<file path="src/rtl/rate_sel.sv">
// rate_sel: operator-side playback-rate selector.
//   Turns debounced push-button levels into a saturating rate code (1..8)
//   with hold-to-repeat, keeps the fast/slow mode flag, and on every audio
//   sample tick emits the playback address step (fast = skip o_rate samples,
//   slow = advance by one every o_rate ticks).
// Ports:
//   clk, rst        clock, synchronous active-high reset
//   i_key_up        raise-rate key level
//   i_key_down      lower-rate key level
//   i_mode_toggle   fast/slow toggle key level
//   i_lock          1 = ignore all keys
//   i_sample_tick   one-cycle pulse per audio sample
//   o_rate          rate code 1..8
//   o_fast          1 = fast (skip), 0 = slow (hold)
//   o_rate_chg      one-cycle pulse after o_rate/o_fast changed
//   o_step_en       advance playback address this sample
//   o_step_inc      address increment, valid with o_step_en
module rate_sel #(
  parameter int REPEAT_DLY = 25000000,
  parameter int REPEAT_PER = 5000000,
  parameter int CNT_W      = 25
) (
  input  logic       clk,
  input  logic       rst,
  input  logic       i_key_up,
  input  logic       i_key_down,
  input  logic       i_mode_toggle,
  input  logic       i_lock,
  input  logic       i_sample_tick,
  output logic [3:0] o_rate,
  output logic       o_fast,
  output logic       o_rate_chg,
  output logic       o_step_en,
  output logic [3:0] o_step_inc
);

  localparam logic [CNT_W-1:0] DLY_LAST = CNT_W'(REPEAT_DLY - 1);
  localparam logic [CNT_W-1:0] PER_LAST = CNT_W'(REPEAT_PER - 1);

  typedef enum logic [1:0] {S_IDLE, S_DELAY, S_REPEAT} state_t;

  state_t           r_state, w_state_nxt;
  logic             r_up_q, r_dn_q, r_tg_q;
  logic             r_arm;
  logic             r_dir, w_dir_nxt;
  logic [CNT_W-1:0] r_cnt;
  logic [3:0]       r_rate, w_rate_nxt, w_rate_m1;
  logic             r_fast, w_fast_nxt;
  logic             r_rate_chg;
  logic [3:0]       r_div, w_div_base;
  logic             r_step_en;
  logic [3:0]       r_step_inc;

  logic w_live, w_press_up, w_press_dn, w_press_tg;
  logic w_held, w_exit, w_step, w_cnt_clr;
  logic w_up_ev, w_dn_ev, w_chg;

  // r_arm stays low for the first cycle after reset so a key that was held
  // through reset is absorbed into the history registers, not seen as a press.
  assign w_live     = r_arm & ~i_lock;
  assign w_press_up = w_live & i_key_up      & ~r_up_q;
  assign w_press_dn = w_live & i_key_down    & ~r_dn_q;
  assign w_press_tg = w_live & i_mode_toggle & ~r_tg_q;

  assign w_held = r_dir ? i_key_up : i_key_down;
  assign w_exit = i_lock | ~w_held | (i_key_up & i_key_down);

  always_comb begin
    w_state_nxt = r_state;
    w_dir_nxt   = r_dir;
    w_step      = 1'b0;
    w_cnt_clr   = 1'b0;
    case (r_state)
      S_IDLE: begin
        if ((w_press_up | w_press_dn) & (i_key_up ^ i_key_down)) begin
          w_state_nxt = S_DELAY;
          w_dir_nxt   = i_key_up;
          w_cnt_clr   = 1'b1;
        end
      end
      S_DELAY: begin
        if (w_exit) begin
          w_state_nxt = S_IDLE;
          w_cnt_clr   = 1'b1;
        end else if (r_cnt == DLY_LAST) begin
          w_state_nxt = S_REPEAT;
          w_step      = 1'b1;
          w_cnt_clr   = 1'b1;
        end
      end
      S_REPEAT: begin
        if (w_exit) begin
          w_state_nxt = S_IDLE;
          w_cnt_clr   = 1'b1;
        end else if (r_cnt == PER_LAST) begin
          w_step    = 1'b1;
          w_cnt_clr = 1'b1;
        end
      end
      default: begin
        w_state_nxt = S_IDLE;
        w_cnt_clr   = 1'b1;
      end
    endcase
  end

  always_ff @(posedge clk) begin
    if (rst) begin
      r_state <= S_IDLE;
      r_dir   <= 1'b0;
      r_cnt   <= '0;
      r_up_q  <= 1'b0;
      r_dn_q  <= 1'b0;
      r_tg_q  <= 1'b0;
      r_arm   <= 1'b0;
    end else begin
      r_state <= w_state_nxt;
      r_dir   <= w_dir_nxt;
      r_cnt   <= (w_cnt_clr || r_state == S_IDLE) ? '0 : r_cnt + 1'b1;
      r_up_q  <= i_key_up;
      r_dn_q  <= i_key_down;
      r_tg_q  <= i_mode_toggle;
      r_arm   <= 1'b1;
    end
  end

  // Opposing events in one cycle cancel; steps at the limits are no-ops.
  assign w_up_ev = w_press_up | (w_step &  r_dir);
  assign w_dn_ev = w_press_dn | (w_step & ~r_dir);

  always_comb begin
    w_rate_nxt = r_rate;
    if (w_up_ev && !w_dn_ev && r_rate != 4'd8)
      w_rate_nxt = r_rate + 4'd1;
    else if (w_dn_ev && !w_up_ev && r_rate != 4'd1)
      w_rate_nxt = r_rate - 4'd1;
  end

  assign w_fast_nxt = r_fast ^ w_press_tg;
  assign w_chg      = (w_rate_nxt != r_rate) | (w_fast_nxt != r_fast);
  assign w_rate_m1  = w_rate_nxt - 4'd1;
  // A tick coinciding with a change counts as tick 0 of the new rate.
  assign w_div_base = w_chg ? 4'd0 : r_div;

  always_ff @(posedge clk) begin
    if (rst) begin
      r_rate     <= 4'd1;
      r_fast     <= 1'b1;
      r_rate_chg <= 1'b0;
      r_div      <= 4'd0;
      r_step_en  <= 1'b0;
      r_step_inc <= 4'd0;
    end else begin
      r_rate     <= w_rate_nxt;
      r_fast     <= w_fast_nxt;
      r_rate_chg <= w_chg;
      r_step_en  <= 1'b0;
      r_div      <= w_div_base;
      if (i_sample_tick) begin
        if (w_fast_nxt) begin
          r_step_en  <= 1'b1;
          r_step_inc <= w_rate_nxt;
          r_div      <= 4'd0;
        end else begin
          r_step_inc <= 4'd1;
          if (w_div_base == w_rate_m1) begin
            r_step_en <= 1'b1;
            r_div     <= 4'd0;
          end else begin
            r_div <= w_div_base + 4'd1;
          end
        end
      end
    end
  end

  assign o_rate     = r_rate;
  assign o_fast     = r_fast;
  assign o_rate_chg = r_rate_chg;
  assign o_step_en  = r_step_en;
  assign o_step_inc = r_step_inc;

endmodule

</file>
<file path="config.mk">
export PLATFORM = sky130hd
export DESIGN_NAME = rate_sel
export DESIGN_NICKNAME = d
export VERILOG_FILES = /design/src/rtl/rate_sel.sv
export SDC_FILE = /design/constraint.sdc
export NUM_CORES = 1
export LEC_CHECK = 0
export CAP_MARGIN = 20
export CORE_MARGIN = 2
export CORE_UTILIZATION = 59
export CTS_CLUSTER_SIZE = 10
export DETAILED_ROUTE_END_ITERATION = 6
export PLACE_DENSITY = 0.87
export SKIP_CTS_REPAIR_TIMING = 1
export SLEW_MARGIN = 30
export SYNTH_ARGS = -nofsm -noshare
export SYNTH_HDL_FRONTEND = slang
export SYNTH_SLANG_ARGS = --single-unit
</file>
<file path="constraint.sdc">
create_clock -name clk -period 3.5 [get_ports clk]
set_clock_uncertainty 0.1 [all_clocks]
set_input_delay 0.7 -clock clk [delete_from_list [all_inputs] [get_ports clk]]
set_output_delay 0.7 -clock clk [all_outputs]
set_load 0.05 [all_outputs]
</file>
; Word-level counts from Yosys, hierarchy flattened
; Index checks and enable logic that the tools add are counted.
[totals]
ff_bits = 47
output_inout_bits = 11
in_bits = 7
[op_classes]
n_bitwise = 26
reduce_logical = 12
add_sub_neg = 5
n_mux = 25
n_eq_ne = 12
[ops]
columns = cell, count
row1 = $mux 4, 7
row2 = $add 25x1->25 const B, 1
row3 = $eq 25x23->1 const B, 1
row4 = $eq 25x25->1 const B, 1
row5 = $and 1x1->1, 11
row6 = $mux 1, 11
row7 = $add 4x1->4 const B, 2
row8 = $mux 2, 4
row9 = $sub 4x1->4 const B, 2
row10 = $not 1->1, 7
row11 = $or 1x1->1, 6
row12 = $pmux 2 s3, 1
row13 = $eq 4x4->1, 1
row14 = $logic_and 1x1->1, 4
row15 = $ne 2x2->1 const B, 2
row16 = $ne 4x1->1 const B, 1
row17 = $ne 4x4->1, 1
row18 = $ne 4x4->1 const B, 1
row19 = $reduce_or 2->1, 2
row20 = $ne 3x3->1 const B, 1
row21 = $pmux 1 s3, 1
row22 = $reduce_and 3->1, 1
row23 = $eq 2x1->1 const B, 1
row24 = $eq 2x2->1 const B, 1
row25 = other kinds (7), 9

; Longest topological paths before layout
; Gate-level depths: netlist of run 1.
[depth]
depth_word = 20
ltp_mapped = 14

; Worst setup path after synthesis of run 1
; No wires, ideal clock.
[synth_timing]
path_type = reg-to-reg
startpoint = reg r_rate[1], in the netlist o_rate[1]
endpoint = reg r_step_en, in the netlist o_step_en
path_stages_with_launch = 13
required_ns = 3.341
slack_ns = 0.116
t_arrival_ns = 3.225
cell_sequence = dfxtp_1 > inv_1 > ha_1 > nor3b_2 > or4_1 > and3b_1 > o211ai_1 > nand2_1 > xnor2_1 > mux2i_1 > a21boi_2 > nor4_4 > and2_1
[synth_via]
elab_chain_len = 10
[synth_lines]
columns = item, line_no
row1 = "start, declared", 47  ; logic [3:0] r_rate, w_rate_nxt, w_rate_m1;
row2 = "start signal, assigned", 154  ; r_rate <= w_rate_nxt;
row3 = branches (longest 7 deep; another with $sub 4x1->4), n/a
row4 = $eq 4x4->1 (*), 166  ; if (w_div_base == w_rate_m1) begin
row5 = $mux 1 (*), 166
row6 = $mux 1 (*), 160  ; if (w_fast_nxt) begin
row7 = "end signal, assigned", 151  ; r_step_en <= 1'b0;
row8 = "end signal, assigned", 161  ; r_step_en <= 1'b1;
row9 = "end signal, assigned", 167  ; r_step_en <= 1'b1;
row10 = "end, declared", 51  ; logic r_step_en;
; Mark *: on every way between the ends.
; A chain may end at the register's enable or synchronous reset.

; Worst setup path after layout of run 1
[layout_timing]
startpoint = reg r_rate[0], in the netlist o_rate[0]
endpoint = reg r_step_en, in the netlist o_step_en
; The elaborated chain is that of the path after synthesis.

==> results of run 1 <==
synth_stat cells (all sizes together), types with 2 or more instances:
library cell  count  area [sq um]
or2               2          12.5
a211oi            2          15.0
ha               10           125
nand4             6          37.5
nor2b             5          31.3
a21boi            3          26.3
a22oi             3          22.5
clkbuf            3          11.3
inv              14          52.6
nor2             48           180
nand4bb           2          22.5
and4              3          26.3
xnor2            19           166
mux2i             6          60.1
or4b              2          20.0
a22o              2          18.8
nand3            13          65.1
or3               6          37.5
and2              4          26.3
a21oi            10          53.8
nor4              4          55.1
buf               8          63.8
dfxtp            47           941
o21ai            13          68.8
o211ai            3          27.5
and3              9          56.3
or4               2          15.0
o211a             2          20.0
and3b             3          26.3
xor2             10          87.6
nand2            24          97.6
and4bb            3          37.5
o21a              3          22.5
nor3             16          85.1
nor4bb            2          20.0
through the flow:
| step | area, sq um | hold slack (ns) | std cells | util [%] |
|---|---|---|---|---|
| 2_1_floorplan | 2740 | 0.330 | 323 | - |
| 6_report | 3320 | 0.373 | 422 | 75.1 |
| 4_1_cts | 3220 | 0.368 | 416 | 72.9 |
| 3_5_place_dp | 3110 | 0.355 | 408 | 70.4 |
| 3_3_place_gp | 3110 | 0.347 | 408 | 70.4 |
| 5_1_grt | 3320 | 0.403 | 422 | 75.1 |
final cells by class:
type / count / area [sq um]
Clock buffer: 5 / 68.8
Clock inverter: 3 / 43.8
Fill cell: 308 / 1100
Inverter: 14 / 52.6
Multi-Input combinational cell: 251 / 1720
Sequential cell: 47 / 941
Tap cell: 52 / 65.1
Timing Repair Buffer: 50 / 425
report_power, final:
part           switching [uW]  internal (uW)  leakage, uW
clock                     195            213    0.0000581
combinational            91.2           68.2     0.000828
sequential               9.22            544     0.000381
total                     295            825      0.00127
routing by layer:
metal / GRT usage, % / part of all wire, % / wire length [microns]
met3: 5.00 / 3.5 / 230
met4: 10.1 / 2.1 / 137
met2: 43.3 / 49 / 3210
met1: 33.3 / 46 / 2990
met5: 0 / 0 / 0
path summary, 6_finish.rpt:
check	startpoint	to	slack, ns
setup / recovery	o_rate[0]$_SDFF_PP1_	o_step_en$_SDFF_PP0_	0.23
hold / removal	o_step_inc[3]$_SDFFE_PP0P_	o_step_inc[3]$_SDFFE_PP0P_	0.37
setup reg to reg	o_rate[0]$_SDFF_PP1_	o_step_en$_SDFF_PP0_	0.23
hold reg to reg	o_step_inc[3]$_SDFFE_PP0P_	o_step_inc[3]$_SDFFE_PP0P_	0.37
sequential cells by signal (all words and copies together), names as in the netlist:
name / flops
r_up_q: 1
o_fast: 1
o_step_en: 1
r_state: 2
r_dn_q: 1
r_cnt: 25
r_dir: 1
r_div: 4
o_step_inc: 4
o_rate_chg: 1
r_tg_q: 1
r_arm: 1
o_rate: 4
layout by cell type (no fill, tap or decap), types with 3 or more instances in the layout:
master / Yosys / routed
nor2_1: 48 / 48
dfxtp_1: 47 / 47
buf_4: 2 / 33
nand2_1: 23 / 23
xnor2_1: 19 / 19
inv_1: 14 / 14
nor3_1: 15 / 14
clkdlybuf4s50_1: 0 / 14
nand3_1: 13 / 13
o21ai_0: 11 / 10
xor2_1: 10 / 10
ha_1: 10 / 10
and3_1: 9 / 9
a21oi_1: 9 / 8
mux2i_1: 6 / 6
or3_1: 6 / 6
nand4_1: 6 / 6
nor2b_1: 5 / 5
clkbuf_8: 0 / 5
and2_1: 3 / 3
and4_1: 3 / 3
and4bb_2: 2 / 3
and3b_1: 3 / 3
o21a_1: 3 / 3
dlymetal6s2s_1: 0 / 3
cell families after synthesis:
| logic type | synth area share [%] |
|---|---|
| mux | 2.19 |
| simple gates | 32.1 |
| buf+inv | 4.65 |
| flops | 34.3 |
| fa+ha+maj | 4.56 |
| xor+xnor | 9.26 |
| compound gates | 12.9 |
worst max-delay path: stages (launching register included):
cell	delay [ns]
dfxtp_1	0.53
ha_1	0.22
nor3b_4	0.38
nor4_2	0.10
or3_1	0.39
a22o_1	0.23
nand2_1	0.10
buf_4	0.14
o22ai_1	0.07
o311a_1	0.41
nor4_4	0.36
and2_1	0.18
==> results by group, run 1 <==
Status
  • Status: finished, final reports clean

Critical path
  • Worst Setup End Kind: flop
  • CP max FO: 10
  • CP arrival: 3.42 ns
  • Crit path launch type: flop
  • Setup CP Type: flop to flop
  • Worst R2R Path Depth: 11
  • Worst EP required: between 3 and 4 ns

Yosys
  • Yosys reg bits: 47
  • Post-synth EDFFs: 0
  • Avg Cell Area, Syn: 8.49 sq um
  • Number of synthesis warnings: 0
  • Synth unique cells: 60
  • Seq/Total Area, Yosys: 34.3%
  • Synthesized area: 2740 sq um
  • Count of mapped cells out of synthesis: around 320
  • Synth Flop Type: dfxtp_1
  • Syn nets: 340
  • Async SR Flop Fraction: 0%

STA
  • Worst-margin pin slew: about 0.52 ns
  • # setup viols final: 0
  • Fin Setup TNS: 0 ns
  • Hold Fails Final Rpt: 0
  • Max-slew violations: 0
  • RSZ-0062 raised after global routing: false
  • Fmax: 306 MHz
  • Final min period: around 3.3 ns
  • Final WS setup: 0.235 ns
  • Max_slew headroom: 65.3%
  • Tcrit/Tclk final: 93.3%

Detailed routing
  • DR DRC count: 0
  • Number of detailed-routing iterations run before antenna repair: 4
  • ANT nets after route: 0
  • Routed length per instance: approximately 16 microns
  • Vias: 2,482
  • Iter 0 DRT Violations: 105
  • Via density: 5.88
  • DRT Wirelength: 6570 microns

Hold path
  • Hold-critical path depth: 2
  • Hold crit path type: flop to flop

Clock network
  • Worst-case clock buffer depth: 2
  • TritonCTS Buffers: 5
  • Htree depth: 2
  • Clk root buf: clkbuf_8
  • CTS tree: yes
  • Reg clk slew, reported paths: 0.09 ns
  • TritonCTS Sinks: 47
  • Clock latency on the worst-skew pair: 0.31 ns

Place
  • I/O Buffers: 17
  • Place WS: -0.317 ns
  • Final Wtd Congestion: 0.883
  • Final HPWL DP: 4600 microns

Global route
  • Largest net degree at the start of global routing: 25
  • Vias in the first global route: ~2,300
  • First-pass GRT wire length: ~11,000 microns
  • Initial antenna violation count: 0
  • GRT Util Overall: about a quarter
  • Grt total ovfl: 0

Floorplan
  • Starting Density: just over 60%
  • Die area: 5210 sq um
  • Core region area: approximately 4400 sq um
  • Die H: 72.2 microns
  • I/O pin cnt: 18
  • # rows: 24
  • Die width: 72.2 microns

Cells and area
  • Area Overhead vs Synth: 20.9%
  • Net count reported at finish: 386
  • Antenna diode count: 0
  • Layout cells sized above 1: 17.8%

Pwr
  • Cell leakage power: about 0.0013 uW
  • Peak VDD IR: 0.285 mV
  • PwrDens: 338 nW/um^2
  • Tot Pwr: about 1100 uW

Flow run
  • Max-cap violations: 0
No activity file was read; power rests on OpenSTA's default activity.
==> inputs of run 2 (changes only) <==
--- a/config.mk
+++ b/config.mk
@@ -8,3 +8,3 @@
 export CAP_MARGIN = 20
-export CORE_MARGIN = 2
+export CORE_MARGIN = 4
 export CORE_UTILIZATION = 59
==> constraint.sdc (replaced) <==
create_clock -name clk -period 3.5 [get_ports clk]
set_clock_uncertainty 0.1 [all_clocks]
set_input_delay 0.875 -clock clk [delete_from_list [all_inputs] [get_ports clk]]
set_output_delay 0.875 -clock clk [all_outputs]
set_load 0.05 [all_outputs]
==> results by group, run 2 (same netlist as run 1, synthesis figures left out) <==
Global route
  • First-pass GRT wire length: 11,400 microns
  • Grt total ovfl: 0
  • Vias in the first global route: 2,482
  • Initial antenna violation count: 0
  • GRT Util Overall: roughly 23%
  • Largest net degree at the start of global routing: 25

Detailed routing
  • Vias: 2,493
  • DR DRC count: 0
  • Routed length per instance: 15.5 microns
  • Via density: 5.95
  • Number of detailed-routing iterations run before antenna repair: 4
  • DRT Wirelength: 6510 microns
  • ANT nets after route: 0
  • Iter 0 DRT Violations: 153

Critical path
  • Worst R2R Path Depth: 11
  • Worst path max stage delay: 0.35 ns
  • Worst Setup End Kind: flop
  • Cells along the critical path: dlymetal6s2s_1 > and4bb_2 > buf_4 > and4_1 > or3_1 > a22o_2 > and2_1 > xnor2_1 > o41ai_2 > a21oi_2 > nor4_4 > and2_1
  • Worst R2R Start: r_cnt[0]$_SDFF_PP0_
  • WP depth: 12
  • CP arrival: 3.48 ns
  • Critical path endpoint: o_step_en$_SDFF_PP0_
  • Bufs and invs on worst path: 2
  • Setup CP Type: input port to flop
  • FF-to-FF End: o_step_en$_SDFF_PP0_
  • Critical Path Source: i_key_up
  • Delay-heaviest family, CP: simple AND/OR/NAND/NOR gates
  • Crit path launch type: input port
  • Worst EP required: between 3 and 4 ns
  • Worst reg-to-reg setup slack: 0.21 ns
  • Crit path top cell by count: and2_1
  • Highest-delay cell along the critical path: or3_1
  • CP max FO: 5

Floorplan
  • Starting Density: 62.1%
  • I/O pin cnt: 18
  • Die width: 76.2 microns
  • Die H: 76.2 microns
  • Core region area: 4410 sq um
  • # rows: 24
  • Die area: 5800 sq um

STA
  • Max-slew violations: 0
  • # setup viols final: 0
  • Final WS setup: 0.167 ns
  • Max_slew headroom: between 60% and 70%
  • Fmax: approximately 300 MHz
  • Tcrit/Tclk final: a little over nine tenths
  • Worst-margin pin slew: 0.595 ns
  • Final min period: 3.33 ns
  • RSZ-0062 raised after global routing: false
  • Hold Fails Final Rpt: 0

Cells and area
  • Net count reported at finish: 383
  • Most frequent cells in the layout: 48 x nor2_1, 47 x dfxtp_1, 30 x buf_4
  • Max FFs per register: 25
  • Antenna diode count: 0
  • Post-route insts no fill: 419
  • Biggest register: r_cnt
  • Area Overhead vs Synth: 18.6%
  • Layout cells sized above 1: between 15 and 20%
  • Commonest non-fill, non-tap cell in the layout: nor2_1

Status
  • Status: finished, final reports clean

Clock network
  • TritonCTS Sinks: 47
  • Clk root buf: clkbuf_8
  • Clock latency on the worst-skew pair: 0.30 ns
  • CTS tree: yes
  • Htree depth: 2
  • Worst-case clock buffer depth: 2
  • Reg clk slew, reported paths: about 0.09 ns
  • TritonCTS Buffers: 5

Place
  • Final Wtd Congestion: 0.889
  • Place WS: -0.450 ns
  • Post-Place Cells: approximately 400
  • Final HPWL DP: 4770 microns
  • I/O Buffers: 17

Hold path
  • Hold-critical path depth: 2
  • Hold crit path type: flop to flop

Pwr
  • PwrDens: 318 nW/um^2
  • Peak VDD IR: 0.245 mV
  • Cell leakage power: 0.00123 uW

Flow run
  • Max-cap violations: 0
run 2: cell type report:
class | instances | area [sq um]
multi-input combinational | 251 | 1710
fill | 328 | 1160
sequential | 47 | 941
timing repair buffer | 47 | 403
clock buffer | 6 | 72.6
tap | 52 | 65.1
inverter | 14 | 52.6
clock inverter | 2 | 12.5
run 2: worst register-to-register path: cells and delay by family, from the launching register on:
kind,cells,cell delay (ns)
compound gates,2,0.42
buf+inv,1,0.11
fa+ha+maj,1,0.24
simple gates,7,1.97
flops,1,0.40
run 2: report_power, final:
| group | internal (uW) | total, uW | leakage [uW] | switching (uW) |
|---|---|---|---|---|
| Clock | 140 | 323 | 0.0000412 | 183 |
| Sequential | 544 | 553 | 0.000381 | 9.21 |
| Combinational | 68.7 | 158 | 0.000812 | 89.3 |
| Total | 753 | 1030 | 0.00123 | 282 |
run 2: per-layer routing:
metal	GRT usage (%)	vias up	share of wire [%]
li1	-	1226	-
met1	29.0	1188	44
met2	39.6	64	49
met3	4.37	15	4.7
met4	7.69	0	2.2
met5	0	-	0
run 2: worst min-delay path by stage:
stage	startpoint	to	slack [ns]
after CTS	o_step_inc[3]$_SDFFE_PP0P_	o_step_inc[3]$_SDFFE_PP0P_	0.39
after detailed placement	r_cnt[0]$_SDFF_PP0_	r_cnt[0]$_SDFF_PP0_	0.37
after floorplan	r_cnt[0]$_SDFF_PP0_	r_cnt[0]$_SDFF_PP0_	0.33
after global placement	r_cnt[0]$_SDFF_PP0_	r_cnt[0]$_SDFF_PP0_	0.34
final	o_step_inc[3]$_SDFFE_PP0P_	o_step_inc[3]$_SDFFE_PP0P_	0.38
after global routing	o_step_inc[3]$_SDFFE_PP0P_	o_step_inc[3]$_SDFFE_PP0P_	0.42
run 2: stage by stage:
step | hold WS [ns] | power (uW) | setup TNS, ns | utilization, % | instance area, sq um
final | 0.383 | 1030 | 0 | 73.7 | 3250
after global routing | 0.417 | 1080 | 0 | 73.7 | 3250
after global placement | 0.339 | 711 | -1.64 | 70.7 | 3120
after CTS | 0.388 | 1030 | -0.663 | 72.6 | 3210
after floorplan | 0.330 | 663 | 0 | - | 2740
after detailed placement | 0.373 | 716 | -2.13 | 70.7 | 3120
